==> config.mk <==
export PLATFORM = sky130hd
export DESIGN_NAME = joy_db15_tx
export DESIGN_NICKNAME = d
export VERILOG_FILES = /design/src/rtl/joy_db15_tx.sv
export SDC_FILE = /design/constraint.sdc
export NUM_CORES = 1
export LEC_CHECK = 0
export ABC_AREA = 1
export BUFFER_PORTS_ARGS = -buffer_cell sky130_fd_sc_hd__buf_2
export CAP_MARGIN = 20
export CORE_UTILIZATION = 30
export DETAILED_ROUTE_END_ITERATION = 12
export SYNTH_ARGS = -nofsm -noshare
export SYNTH_HDL_FRONTEND = slang
export SYNTH_SLANG_ARGS = --single-unit
==> constraint.sdc <==
create_clock -name clk -period 2.1 [get_ports clk]
set_clock_uncertainty 0.05 [all_clocks]
set_input_delay 0.42 -clock clk [delete_from_list [all_inputs] [get_ports clk]]
set_output_delay 0.42 -clock clk [all_outputs]
set_load 0.05 [all_outputs]
==> src/rtl/joy_db15_tx.sv <==
// joy_db15_tx: device-side DB15 joystick shift-register responder.
// The two player words are latched while the host holds the load strobe low.
// After that, one bit is shifted out per rising edge of the host shift clock
// on an active-low data line. The host strobes are asynchronous to clk and
// are oversampled through flop synchronizers.
module joy_db15_tx #(
    parameter int SYNC_STAGES = 2,
    parameter int FRAME_BITS  = 32,
    parameter int TIMEOUT     = 4096
) (
    input  logic        clk,
    input  logic        reset_n,
    input  logic [15:0] joystick1,
    input  logic [15:0] joystick2,
    input  logic        joy_clk_in,
    input  logic        joy_load_in,
    output logic        joy_data_out,
    output logic        frame_done,
    output logic        busy
);

    localparam int BCW = $clog2(FRAME_BITS + 1);
    localparam int TCW = $clog2(TIMEOUT + 1);
    localparam logic [BCW-1:0] BIT_PENULT = BCW'(FRAME_BITS - 1);
    localparam logic [TCW-1:0] TO_LAST    = TCW'(TIMEOUT - 1);

    typedef enum logic [1:0] {
        ST_IDLE     = 2'd0,
        ST_LOADED   = 2'd1,
        ST_SHIFTING = 2'd2
    } state_t;

    state_t                  state_q, state_d;
    logic [SYNC_STAGES-1:0]  clk_sync_q, clk_sync_d;
    logic [SYNC_STAGES-1:0]  load_sync_q, load_sync_d;
    logic                    clk_hist_q, clk_hist_d;
    logic [FRAME_BITS-1:0]   sr_q, sr_d;
    logic [BCW-1:0]          bit_cnt_q, bit_cnt_d;
    logic [TCW-1:0]          to_cnt_q, to_cnt_d;
    logic                    frame_done_q, frame_done_d;

    logic                    sync_clk;
    logic                    clk_rise;
    logic                    load_act;
    logic [FRAME_BITS-1:0]   load_word;

    assign sync_clk  = clk_sync_q[SYNC_STAGES-1];
    assign clk_rise  = sync_clk & ~clk_hist_q;
    assign load_act  = ~load_sync_q[SYNC_STAGES-1];
    // Line is active-low, so a pressed (1) button is driven as 0; player 1 first.
    assign load_word = FRAME_BITS'(~{joystick2, joystick1});

    // Synchronizer chains and the edge-detect history flop.
    always_comb begin
        clk_sync_d  = {clk_sync_q[SYNC_STAGES-2:0], joy_clk_in};
        load_sync_d = {load_sync_q[SYNC_STAGES-2:0], joy_load_in};
        clk_hist_d  = sync_clk;
    end

    // Frame FSM: load, shift, terminal count and inactivity timeout.
    always_comb begin
        // NOTE: every signal gets a default first so no path leaves it unassigned,
        // which would otherwise infer a latch.
        state_d      = state_q;
        sr_d         = sr_q;
        bit_cnt_d    = bit_cnt_q;
        to_cnt_d     = to_cnt_q;
        frame_done_d = 1'b0;

        case (state_q)
            ST_IDLE: begin
                bit_cnt_d = '0;
                to_cnt_d  = '0;
                if (load_act) begin
                    state_d = ST_LOADED;
                    sr_d    = load_word;
                end
            end

            ST_LOADED: begin
                bit_cnt_d = '0;
                to_cnt_d  = '0;
                // Host clock edges here are deliberately ignored.
                if (load_act) begin
                    sr_d = load_word;
                end else begin
                    state_d = ST_SHIFTING;
                end
            end

            ST_SHIFTING: begin
                if (load_act) begin
                    // Mid-frame reload: restart the frame, no completion pulse.
                    state_d   = ST_LOADED;
                    sr_d      = load_word;
                    bit_cnt_d = '0;
                    to_cnt_d  = '0;
                end else if (clk_rise) begin
                    sr_d      = {1'b1, sr_q[FRAME_BITS-1:1]};
                    bit_cnt_d = bit_cnt_q + 1'b1;
                    to_cnt_d  = '0;
                    if (bit_cnt_q == BIT_PENULT) begin
                        frame_done_d = 1'b1;
                        state_d      = ST_IDLE;
                    end
                end else begin
                    to_cnt_d = to_cnt_q + 1'b1;
                    if (to_cnt_q == TO_LAST) begin
                        state_d = ST_IDLE;
                    end
                end
            end

            default: begin
                state_d = ST_IDLE;
            end
        endcase
    end

    // State register; synchronizers reset to the idle-high line level.
    always_ff @(posedge clk or negedge reset_n) begin
        if (!reset_n) begin
            state_q      <= ST_IDLE;
            clk_sync_q   <= '1;
            load_sync_q  <= '1;
            clk_hist_q   <= 1'b1;
            sr_q         <= '1;
            bit_cnt_q    <= '0;
            to_cnt_q     <= '0;
            frame_done_q <= 1'b0;
        end else begin
            // NOTE: non-blocking assignments so every flop samples pre-edge values.
            state_q      <= state_d;
            clk_sync_q   <= clk_sync_d;
            load_sync_q  <= load_sync_d;
            clk_hist_q   <= clk_hist_d;
            sr_q         <= sr_d;
            bit_cnt_q    <= bit_cnt_d;
            to_cnt_q     <= to_cnt_d;
            frame_done_q <= frame_done_d;
        end
    end

    assign joy_data_out = (state_q == ST_IDLE) ? 1'b1 : sr_q[0];
    assign busy         = (state_q == ST_LOADED) || (state_q == ST_SHIFTING);
    assign frame_done   = frame_done_q;

endmodule
After elaboration in Yosys (flattened, before gate mapping)
Index checks and enable logic that the tools add are counted.
{"block": "totals", "output_inout_bits": 3, "reg_bits": 59, "elab_cells": 52, "in_bits": 36}
{"block": "op_classes", "addsub": 2, "muxes": 22, "n_bitwise": 3, "n_eq_ne": 10, "reduce_logical": 7}
{"op": "two-way mux 32 bit", "n": 3}
{"op": "one-hot mux 32 bit (2 select lines)", "n": 1}
{"op": "inverter 32 bit", "n": 1}
{"op": "two-way mux 13 bit", "n": 2}
{"op": "one-hot mux 13 bit (2 select lines)", "n": 1}
{"op": "adder 13 x 1 -> 13 bit, second input constant", "n": 1}
{"op": "equality test 13 x 12 -> 1 bit, second input constant", "n": 1}
{"op": "two-way mux 2 bit", "n": 6}
{"op": "two-way mux 6 bit", "n": 2}
{"op": "one-hot mux 6 bit (2 select lines)", "n": 1}
{"op": "!= test 4 bit, second input constant", "n": 2}
{"op": "adder 6 x 1 -> 6 bit, second input constant", "n": 1}
{"op": "equality test 6 x 5 -> 1 bit, second input constant", "n": 1}
{"op": "!= test 2 bit, second input constant", "n": 3}
{"op": "one-hot mux 2 bit (3 select lines)", "n": 1}
{"op": "two-way mux 1 bit", "n": 5}
{"op": "AND reduction 4 bit", "n": 1}
{"op": "!= test 3 bit, second input constant", "n": 1}
{"op": "AND reduction 3 bit", "n": 1}
{"op": "equality test 2 x 1 -> 1 bit, second input constant", "n": 1}
{"op": "equality test 2 bit, second input constant", "n": 1}
{"op": "logical NOT 2 bit", "n": 1}
{"op": "AND reduction 2 bit", "n": 1}
{"op": "nonzero test 2 bit", "n": 1}
{"op": "4 further kinds", "n": 4}

Depth between registers and ports, before layout
Gate-level depths: netlist of run 1.
{"block": "depth", "word_depth": 5, "ltp_mapped": 11, "ltp_nobuf": 11}

Worst setup path after synthesis of run 1
No wires, ideal clock.
{"block": "synth_path", "path_type": "reg2reg", "start": "register state_q[0]", "end": "register sr_q[27]", "synth_period_minus_slack_ns": 1.558, "path_buffers": 1, "setup_ns": 0.082, "setup_slack_ns": 0.542, "required_ns": 1.968, "path_stages_with_launch": 12, "arrival_ns": 1.427, "cell_sequence": "dfrtp_1 > inv_1 > ha_1 > nand2_4 > inv_6 > nand2_4 > nand2_8 > nor2_8 > inv_6 > buf_12 > nand2_2 > nand2_1"}
{"block": "synth_via", "elab_chain_cells": 4, "elab_cells_between_ends": 9, "classes_between": "4 x eq/ne; 1 x mux; 4 x reduce/logical"}
{"element": "start: declaration", "line": "33", "source": "state_t state_q, state_d;"}
{"element": "start signal: assignment", "line": "133", "source": "state_q <= state_d;"}
{"element": "equality test 2 x 1 -> 1 bit / logical NOT 2 bit (equally long branches)", "line": "70", "source": "case (state_q)"}
{"element": "OR reduction 2 bit (no line)"}
{"element": "!= test 2 bit (no line) / nonzero test 2 bit (equally long branches)"}
{"element": "AND reduction 3 bit (no line)"}
{"element": "end signal: assignment", "line": "137", "source": "sr_q <= sr_d;"}
{"element": "end: declaration", "line": "37", "source": "logic [FRAME_BITS-1:0] sr_q, sr_d;"}
Several ways; a longest one is shown, not always the timed one.
A chain may end at the register's enable or synchronous reset.

Final worst setup path of run 1
{"block": "layout_path", "start": "register state_q[0]", "end": "output port joy_data_out"}
{"block": "layout_via", "elab_chain_cells": 2}
{"element": "logical NOT 2 bit", "line": "144", "source": "assign joy_data_out = (state_q == ST_IDLE) ? 1'b1 : sr_q[0];"}
{"element": "two-way mux 1 bit", "line": "144"}
{"element": "end: declaration", "line": "17", "source": "output logic joy_data_out,"}
No other way between the ends.

==> out/summary.txt, run 1 <==
CTS Hold Bufs -> 0
FMAX -> 0.5068 GHz
Synthesis-to-finish area growth -> 15.99%
Post-CTS Resized -> 0
Grt ovf -> 0
Crit-path max FO -> 5
# fillers -> 1010
Worst EP arrival -> 1500 ps
Clock transition at the registers of the reported paths -> 80 ps
Period Utilization, post-route -> 0.9395
Vias/cell -> 4.430
Number of global-route vias before repair -> 2349
Most frequent CP cell -> inv_1
Worst Setup Start Kind -> register
WL final -> 6465 µm
Syn Area/Cell -> 7.965 µm²
Seq/Total Area, Yosys -> 0.4927
CP bufs+invs -> 3
Fin util -> 0.3634
Nets -> 470
Setup violators final -> 0
Total GRT Usage -> 0.1321
CTS Buf Count -> 9
VDD IR max -> 0.6487 mV
Wire length per cell -> 11.44 µm
Slew Viols, Final -> 0
HPWL after detailed placement -> 4302 µm
Antenna viol nets, final -> 0
IO buf count -> 38
Placed cell count -> 549
Yosys cell types -> 29
FF-to-FF setup slack -> 240 ps
Worst Path Required -> 1630 ps
Slew HR -> 0.6752
H-tree depth -> 3
Crit-path cells -> inv_1 > ha_1 > inv_1 > nand2_1 > buf_2
DRC viols -> 0
Core area -> 0.009864 mm²
Reg-to-Reg End -> sr_q[0]
Ant. Diodes -> 0
Cells after Synth -> 388
Largest net degree at the start of global routing -> 60
CP max-delay cell -> dfrtp_1
DIE AREA -> 0.01071 mm²
Yosys reg bits -> 59
Antenna violations before repair -> 0
CTS tree -> yes
Initial core utilization -> 0.3133
Post-CTS Setup Bufs -> 0
Endpoint class of the critical path -> output port
Row cnt -> 36
CTS Buffer Depth -> 2
Total nets after synthesis -> 431
Skew-Pair Late Insertion Delay -> 340 ps
Crit path kind -> reg2out
Max-Cap Viols -> 0
Die Width -> 103.5 µm
IO Pins -> 39
Critical path's largest stage delay -> 420 ps
Die Height -> 103.5 µm
Worst r2r path cells -> 9
Design Area, Final -> 0.003585 mm²
Final std cells w/o fill -> 565
CTS sink cnt -> 59
Min-delay worst type -> in2async
PwrDens -> 1248 mW/mm²
Share of layout cells above drive strength 1 -> 0.2593
Final setup TNS -> 0 ps
1st-pass router iterations -> 4
Synth Cell Area -> 0.003090 mm²
Vias -> 2503
Worst Tran Pin Value -> 487.2 ps
Commonest non-fill, non-tap cells in the layout -> nand2_1 (161), buf_2 (38), dfstp_2 (37)
Leakage -> 0.001640 µW
Status -> finished clean
Synthesis warning total -> 0
Fin crit period -> 1973 ps
Unrepaired setup endpoints after global routing -> no
Hold Vio Cnt, Final -> 0
Worst r2r src -> state_q[0]
Placed instance area -> 0.003387 mm²
Initial detailed-routing violation count -> 116
CTS Root Cell -> clkbuf_8
Delay-heaviest family, CP -> buffers and inverters
Most common cell after layout, fill and taps aside -> nand2_1
Placer Congestion -> 0.8053
Global-route wire length before repair -> 10710 µm
-- through the flow --
| stage | worst slack (ps) | power [µW] | hold slack (ps) |
|---|---|---|---|
| final | 127.0 | 4472 | 8.902 |
| after global routing | 4.799 | 4821 | 45.35 |
| after CTS | 109.6 | 4534 | 29.94 |
| after detailed placement | 238.8 | 3440 | 297.9 |
| after global placement | 302.2 | 3394 | 297.0 |
| after floorplan | 541.5 | 3185 | 74.41 |
-- cell type report --
| cell class | count | area (µm²) | area share |
|---|---|---|---|
| flip-flops and latches | 59 | 1523 | 0.4248 |
| multi-input cells | 285 | 1330 | 0.3710 |
| clock buffers | 9 | 123.9 | 0.03456 |
| inverters | 30 | 122.6 | 0.03421 |
| well taps | 133 | 166.4 | 0.04642 |
| clock inverters | 7 | 73.82 | 0.02059 |
| repair buffers | 42 | 245.2 | 0.06841 |
-- kinds of logic (layout without fill, tap and decap cells) --
logic type                 after synthesis  after routing  synth area share
buffers and inverters                   44             88           0.07692
AOI/OAI and AO/OA                       52             52           0.09028
DFF                                     59             59            0.4927
and+or+nand+nor                        224            224            0.3061
xor gates and xnor gates                 2              2          0.005669
adders and majority gates                7              7           0.02834
-- report_power, final --
group          internal, µW  total [µW]  switching, µW
logic                   483        1490           1010
registers              1700        1910            205
clock network           557        1070            512
total                  2740        4470           1730
-- cell usage after synthesis (all sizes together) --
| library cell | number | area share |
|---|---|---|
| nand2 | 174 | 0.23 |
| o21ai | 41 | 0.066 |
| dfstp | 37 | 0.31 |
| inv | 30 | 0.040 |
| nor2 | 30 | 0.042 |
| dfrtp | 22 | 0.18 |
| nand3 | 13 | 0.021 |
| buf | 12 | 0.035 |
| a21oi | 7 | 0.015 |
| ha | 7 | 0.028 |
| nand4 | 4 | 0.0081 |
| clkbuf | 2 | 0.0024 |
| nor3 | 2 | 0.0032 |
| o22ai | 2 | 0.0040 |
| nor3b | 1 | 0.0024 |
| o211ai | 1 | 0.0024 |
| o21bai | 1 | 0.0024 |
| xnor2 | 1 | 0.0028 |
| xor2 | 1 | 0.0028 |
-- layer usage --
| layer | wire length [µm] | track usage | vias up |
|---|---|---|---|
| met2 | 2828 | 0.2002 | 39 |
| met1 | 3286 | 0.1783 | 1158 |
| met5 | 0 | 0 | - |
| met3 | 188 | 0.02218 | 11 |
| li1 | - | - | 1295 |
| met4 | 161 | 0.07584 | 0 |
-- flip-flops by register name, indices dropped and copies added, names as in the netlist --
register / count
clk_hist_q: 1
load_sync_q: 2
frame_done: 1
state_q: 2
bit_cnt_q: 6
to_cnt_q: 13
clk_sync_q: 2
sr_q: 32
-- how the worst max path moves through the flow --
stage,from,endpoint,cells after the start
floorplan,state_q[0],sr_q[27],11
global placement,state_q[0],sr_q[26],9
detailed placement,state_q[0],sr_q[26],9
CTS,state_q[0],joy_data_out,5
global route,state_q[1],joy_data_out,5
finish,state_q[0],joy_data_out,5
Note: power is estimated with default switching activity, not from simulation.
==> inputs of run 2 (changes only) <==
Settings changed: PLACE_DENSITY set to 0.54.
==> run 2 against run 1 <==
Net effect:
- global-route usage fell by 0.55 points
- register-to-register slack about the same
- sequential power hardly changed
- flip-flop and latch count stayed put
- maximum frequency shrank 0.79%
- worst setup slack worse by 16 ps
- hold slack better by 110 ps
- power grew 0.48%
- sequential share of layout area decreased by 0.24 points
- clock power rose by 4%
- non-clock buffer count up 2
- critical endpoint unchanged
- highest routed layer unchanged
==> out/summary.txt, run 2 (synthesized netlist as in run 1, its figures left out) <==
Core area -> 0.009864 mm²
Setup violators final -> 0
Wire length per cell -> 11.20 µm
Placer Congestion -> 0.7540
Post-CTS Setup Bufs -> 0
Status -> finished clean
Unrepaired setup endpoints after global routing -> no
Area of the multi-input gates -> 0.001330 mm²
Crit-path max FO -> 4
Largest net degree at the start of global routing -> 59
Placed instance area -> 0.003390 mm²
Vias -> 2474
Leakage -> 0.001640 µW
Post-CTS Resized -> 0
Max-Cap Viols -> 0
Total GRT Usage -> 0.1266
Worst r2r src -> state_q[0]
Biggest regs -> sr_q x32, to_cnt_q x13, bit_cnt_q x6
FMAX -> 0.5028 GHz
Die Width -> 103.5 µm
Ant. Diodes -> 0
CTS Root Cell -> clkbuf_8
Pre-CTS worst setup slack -> 239.1 ps
Crit-path cells -> inv_1 > ha_1 > inv_1 > nand2_1 > buf_2
Crit path kind -> reg2out
Critical path's largest stage delay -> 420 ps
Endpoint class of the critical path -> output port
DIE AREA -> 0.01071 mm²
Hold Vio Cnt, Final -> 0
Initial detailed-routing violation count -> 112
H-tree depth -> 3
Startpoint of the worst hold path -> joy_clk_in
Grt ovf -> 0
Pwr Total -> 4493 µW
Most frequent CP cell -> inv_1
Most common cell after layout, fill and taps aside -> nand2_1
Slew HR -> 0.6716
Design Area, Final -> 0.003605 mm²
Worst Path Required -> 1630 ps
PwrDens -> 1247 mW/mm²
1st-pass router iterations -> 4
Antenna viol nets, final -> 0
Vias/cell -> 4.363
Worst Tran Pin Value -> 492.6 ps
Share of layout cells above drive strength 1 -> 0.2581
Slew Viols, Final -> 0
Antenna violations before repair -> 0
Fin util -> 0.3654
CP max-delay cell -> dfrtp_1
Initial core utilization -> 0.3133
Period Utilization, post-route -> 0.9470
Largest reg by FF count -> sr_q
CP startpoint -> state_q[1]
Sequential cell area -> 0.001523 mm²
Skew-Pair Late Insertion Delay -> 340 ps
Final setup TNS -> 0 ps
WL final -> 6352 µm
Global-route wire length before repair -> 10320 µm
Clock transition at the registers of the reported paths -> 70 ps
Die Height -> 103.5 µm
HPWL after detailed placement -> 4428 µm
Min-delay worst type -> in2reg
IO buf count -> 38
Number of global-route vias before repair -> 2261
Row cnt -> 36
Worst Setup Start Kind -> register
CTS tree -> yes
Commonest non-fill, non-tap cells in the layout -> nand2_1 (161), buf_2 (38), dfstp_2 (37)
Worst EP arrival -> 1520 ps
Synthesis-to-finish area growth -> 16.64%
DRC viols -> 0
CTS Hold Bufs -> 0
VDD IR max -> 0.5405 mV
CTS Buf Count -> 9
Number of flip-flops in the largest register -> 32
IO Pins -> 39
CTS sink cnt -> 59
# fillers -> 1048
Final worst slack -> 111.2 ps
CTS Buffer Depth -> 2
Fin crit period -> 1989 ps
Nets -> 472
==> run 2: cell types whose count changed in the layout (fill, tap and decap cells not counted), sizes merged <==
cell,previous run,this run
buf,42,44
clkinv,2,0
inv,34,30
clkinvlp,0,2
clkbuf,9,13
==> run 2: power breakdown <==
group	internal [µW]	total [µW]	switching [µW]	leakage (µW)
Combinational	468	1470	1000	0.000847
Sequential	1700	1910	206	0.000693
Clock	654	1110	459	0.000101
Total	2830	4490	1670	0.00164
==> run 2: critical path: cells and delay by family, from the launching register on <==
family / cells / cell delay [ps]
buf+inv: 3 / 470
flops: 1 / 420
fa+ha+maj: 1 / 200
simple gates: 1 / 80
==> run 2: area by class of cell <==
cell class | count | share of cell area
flip-flops and latches | 59 | 0.4224
multi-input cells | 285 | 0.3690
repair buffers | 44 | 0.06873
clock buffers | 13 | 0.04721
well taps | 133 | 0.04616
inverters | 30 | 0.03402
clock inverters | 3 | 0.01250
==> run 2: path summary, 6_finish.rpt <==
check	cells after the start	to	slack, ps
max	5	joy_data_out	110
min	1	clk_sync_q[0]	120
max reg2reg	10	sr_q[15]	240
min reg2reg	0	clk_sync_q[1]	310
max in group asynchronous	2	sr_q[28]	1370
min in group asynchronous	1	sr_q[9]	280
==> run 2: routing by layer <==
layer	wire, µm	vias to the layer above	GRT usage
met2	2876	37	0.1971
met5	0	-	0
met3	248	6	0.04503
li1	-	1294	-
met1	3151	1137	0.1629
met4	77	0	0.04334
==> run 2: metrics by stage <==
stage                     hold WS (ps)  cells
after global routing             93.80    567
final                            123.7    567
after global placement           295.7    551
after floorplan                  74.41    388
after CTS                        105.2    567
after detailed placement         297.2    551
==> inputs of run 3 (changes only) <==
Settings changed: CORE_MARGIN set to 8.
==> run 3 against run 2 <==
Net effect:
- first-iteration DRC count is 95% higher
- flip-flop and latch count stayed put
- final cell count is 0.53% higher
- worst setup slack better by 23 ps
- clock power is 15% higher
- sequential power hardly changed
- non-clock buffer count stayed put
- core utilization is 0.57 points lower
- count of clock-buffer cells in the layout stayed put
- critical path depth stayed put
- sequential share of layout area is 0.68 points lower
- power is 4.1% higher
- critical path type unchanged
==> out/summary.txt, run 3 (synthesized netlist as in run 1, its figures left out) <==
Die Width -> 117.5 µm
Period Utilization, post-route -> 0.9360
CP bufs+invs -> 3
IO buf count -> 38
Initial detailed-routing violation count -> 218
PwrDens -> 1277 mW/mm²
Crit-path cells -> inv_1 > ha_1 > inv_1 > nand2_1 > buf_2
Area of the multi-input gates -> 0.001330 mm²
Hold Vio Cnt, Final -> 0
Largest net degree at the start of global routing -> 42
Most common cell after layout, fill and taps aside -> nand2_1
H-tree depth -> 3
Skew-Pair Late Insertion Delay -> 330 ps
Hold Path Sink -> load_sync_q[0]
Reg-to-Reg End -> sr_q[26]
Fin crit period -> 1966 ps
Antenna viol nets, final -> 0
Crit-path max FO -> 4
Pre-CTS worst setup slack -> 260.6 ps
Worst Setup Start Kind -> register
1st-pass router iterations -> 4
CTS tree -> yes
Post-CTS Resized -> 0
Antenna violations before repair -> 0
Status -> finished clean
CP Depth -> 5
Fin util -> 0.3597
Delay-heaviest family, CP -> buffers and inverters
Combinational Power Share -> 0.320
Core area -> 0.01018 mm²
FMAX -> 0.5088 GHz
Vias -> 2507
Setup violators final -> 0
Wire length per cell -> 11.81 µm
FF-to-FF setup slack -> 270 ps
Largest reg by FF count -> sr_q
CTS Buffer Depth -> 2
IO Pins -> 39
Clock power frac -> 0.274
HPWL after detailed placement -> 4624 µm
Sw frac -> 0.3528
Worst Tran Pin Value -> 453.1 ps
Initial core utilization -> 0.3034
Final setup TNS -> 0 ps
# fillers -> 1083
Die Height -> 117.5 µm
CTS Root Cell -> clkbuf_8
Global-route wire length before repair -> 11720 µm
Clock transition at the registers of the reported paths -> 70 ps
Reg power frac -> 0.407
Final worst slack -> 134.5 ps
Leakage -> 0.001675 µW
Nets -> 472
VDD IR max -> 1.125 mV
Sequential cell area -> 0.001523 mm²
Max-Cap Viols -> 0
Slew Viols, Final -> 0
Startpoint of the worst hold path -> joy_load_in
Worst EP arrival -> 1500 ps
Row cnt -> 37
Final hold slack -> 128.6 ps
Crit path kind -> reg2out
Most frequent CP cell -> inv_1
CTS Buf Count -> 9
Vias/cell -> 4.398
Worst r2r path cells -> 9
Hold depth -> 1
Int Power -> 3027 µW
Endpoint class of the critical path -> output port
Commonest non-fill, non-tap cells in the layout -> nand2_1 (161), buf_2 (38), dfstp_2 (37)
Worst Path Required -> 1630 ps
CTS sink cnt -> 59
DIE AREA -> 0.01381 mm²
Unrepaired setup endpoints after global routing -> no
Switching pwr -> 1650 µW
Total GRT Usage -> 0.1019
WL final -> 6730 µm
Critical path's largest stage delay -> 420 ps
Slew HR -> 0.6979
Share of layout cells above drive strength 1 -> 0.2604
Ant. Diodes -> 0
Number of global-route vias before repair -> 2510
Min-delay worst type -> in2reg
Placer Congestion -> 0.7892
CP max-delay cell -> dfrtp_1
Number of flip-flops in the largest register -> 32
DRC viols -> 0
Biggest regs -> sr_q x32, to_cnt_q x13, bit_cnt_q x6
Synthesis-to-finish area growth -> 18.54%
Grt ovf -> 0
Worst r2r src -> state_q[0]
run 3: cell count changes in the layout (fill, tap and decap cells not counted), sizes merged:
cell and delta:
clkinvlp -2, bufinv +1, clkinv +1, dlygate4sd3 +1
buf -1
run 3: metrics by stage:
| stage | cells | total power [µW] | instance area, µm² |
|---|---|---|---|
| finish | 570 | 4677 | 3664 |
| detailed placement | 553 | 3435 | 3398 |
| floorplan | 388 | 3185 | 3090 |
| CTS | 570 | 4762 | 3664 |
| global route | 570 | 5023 | 3664 |
| global placement | 553 | 3403 | 3398 |
run 3: what timing repair did:
action / in CTS / in global routing
hold buffers: 1 / 0
buffers inserted: 0 / 0
endpoints found under the hold margin: 12 / 0
run 3: how the worst max path moves through the flow:
stage | from | end | slack (ps)
2_1_floorplan | state_q[0] | sr_q[27] | 540
3_5_place_dp | state_q[0] | sr_q[26] | 260
6_report | state_q[1] | joy_data_out | 130
4_1_cts | state_q[1] | joy_data_out | 100
5_1_grt | state_q[0] | joy_data_out | 20
3_3_place_gp | state_q[0] | sr_q[26] | 310
run 3: power by group through the flow:
stage               Combinational, µW  Sequential (µW)  Clock [µW]
global placement                 1490             1910           0
floorplan                        1310             1870           0
detailed placement               1520             1920           0
finish                           1490             1900        1280
global route                     1710             1950        1370
CTS                              1520             1900        1340
run 3: worst reg2reg max path, delay by kind of cell (launching register included):
family	cells	cell delay, ps
simple gates	4	550
flops	1	410
buf+inv	3	300
fa+ha+maj	1	250
compound gates	1	180
run 3: layer usage:
layer,global-route usage,share of wire,vias up
met2,0.1643,0.47,43
met3,0.02974,0.035,5
met5,0,0,-
met4,0.04404,0.012,0
li1,-,-,1295
met1,0.1238,0.48,1164
run 3: layout make-up:
type	count	share of cell area
clock inverter	3	0.01776
clock buffer	13	0.05191
sequential	59	0.4156
timing repair buffer	44	0.07172
tap	136	0.04645
inverter	30	0.03347
multi-input combinational	285	0.3630
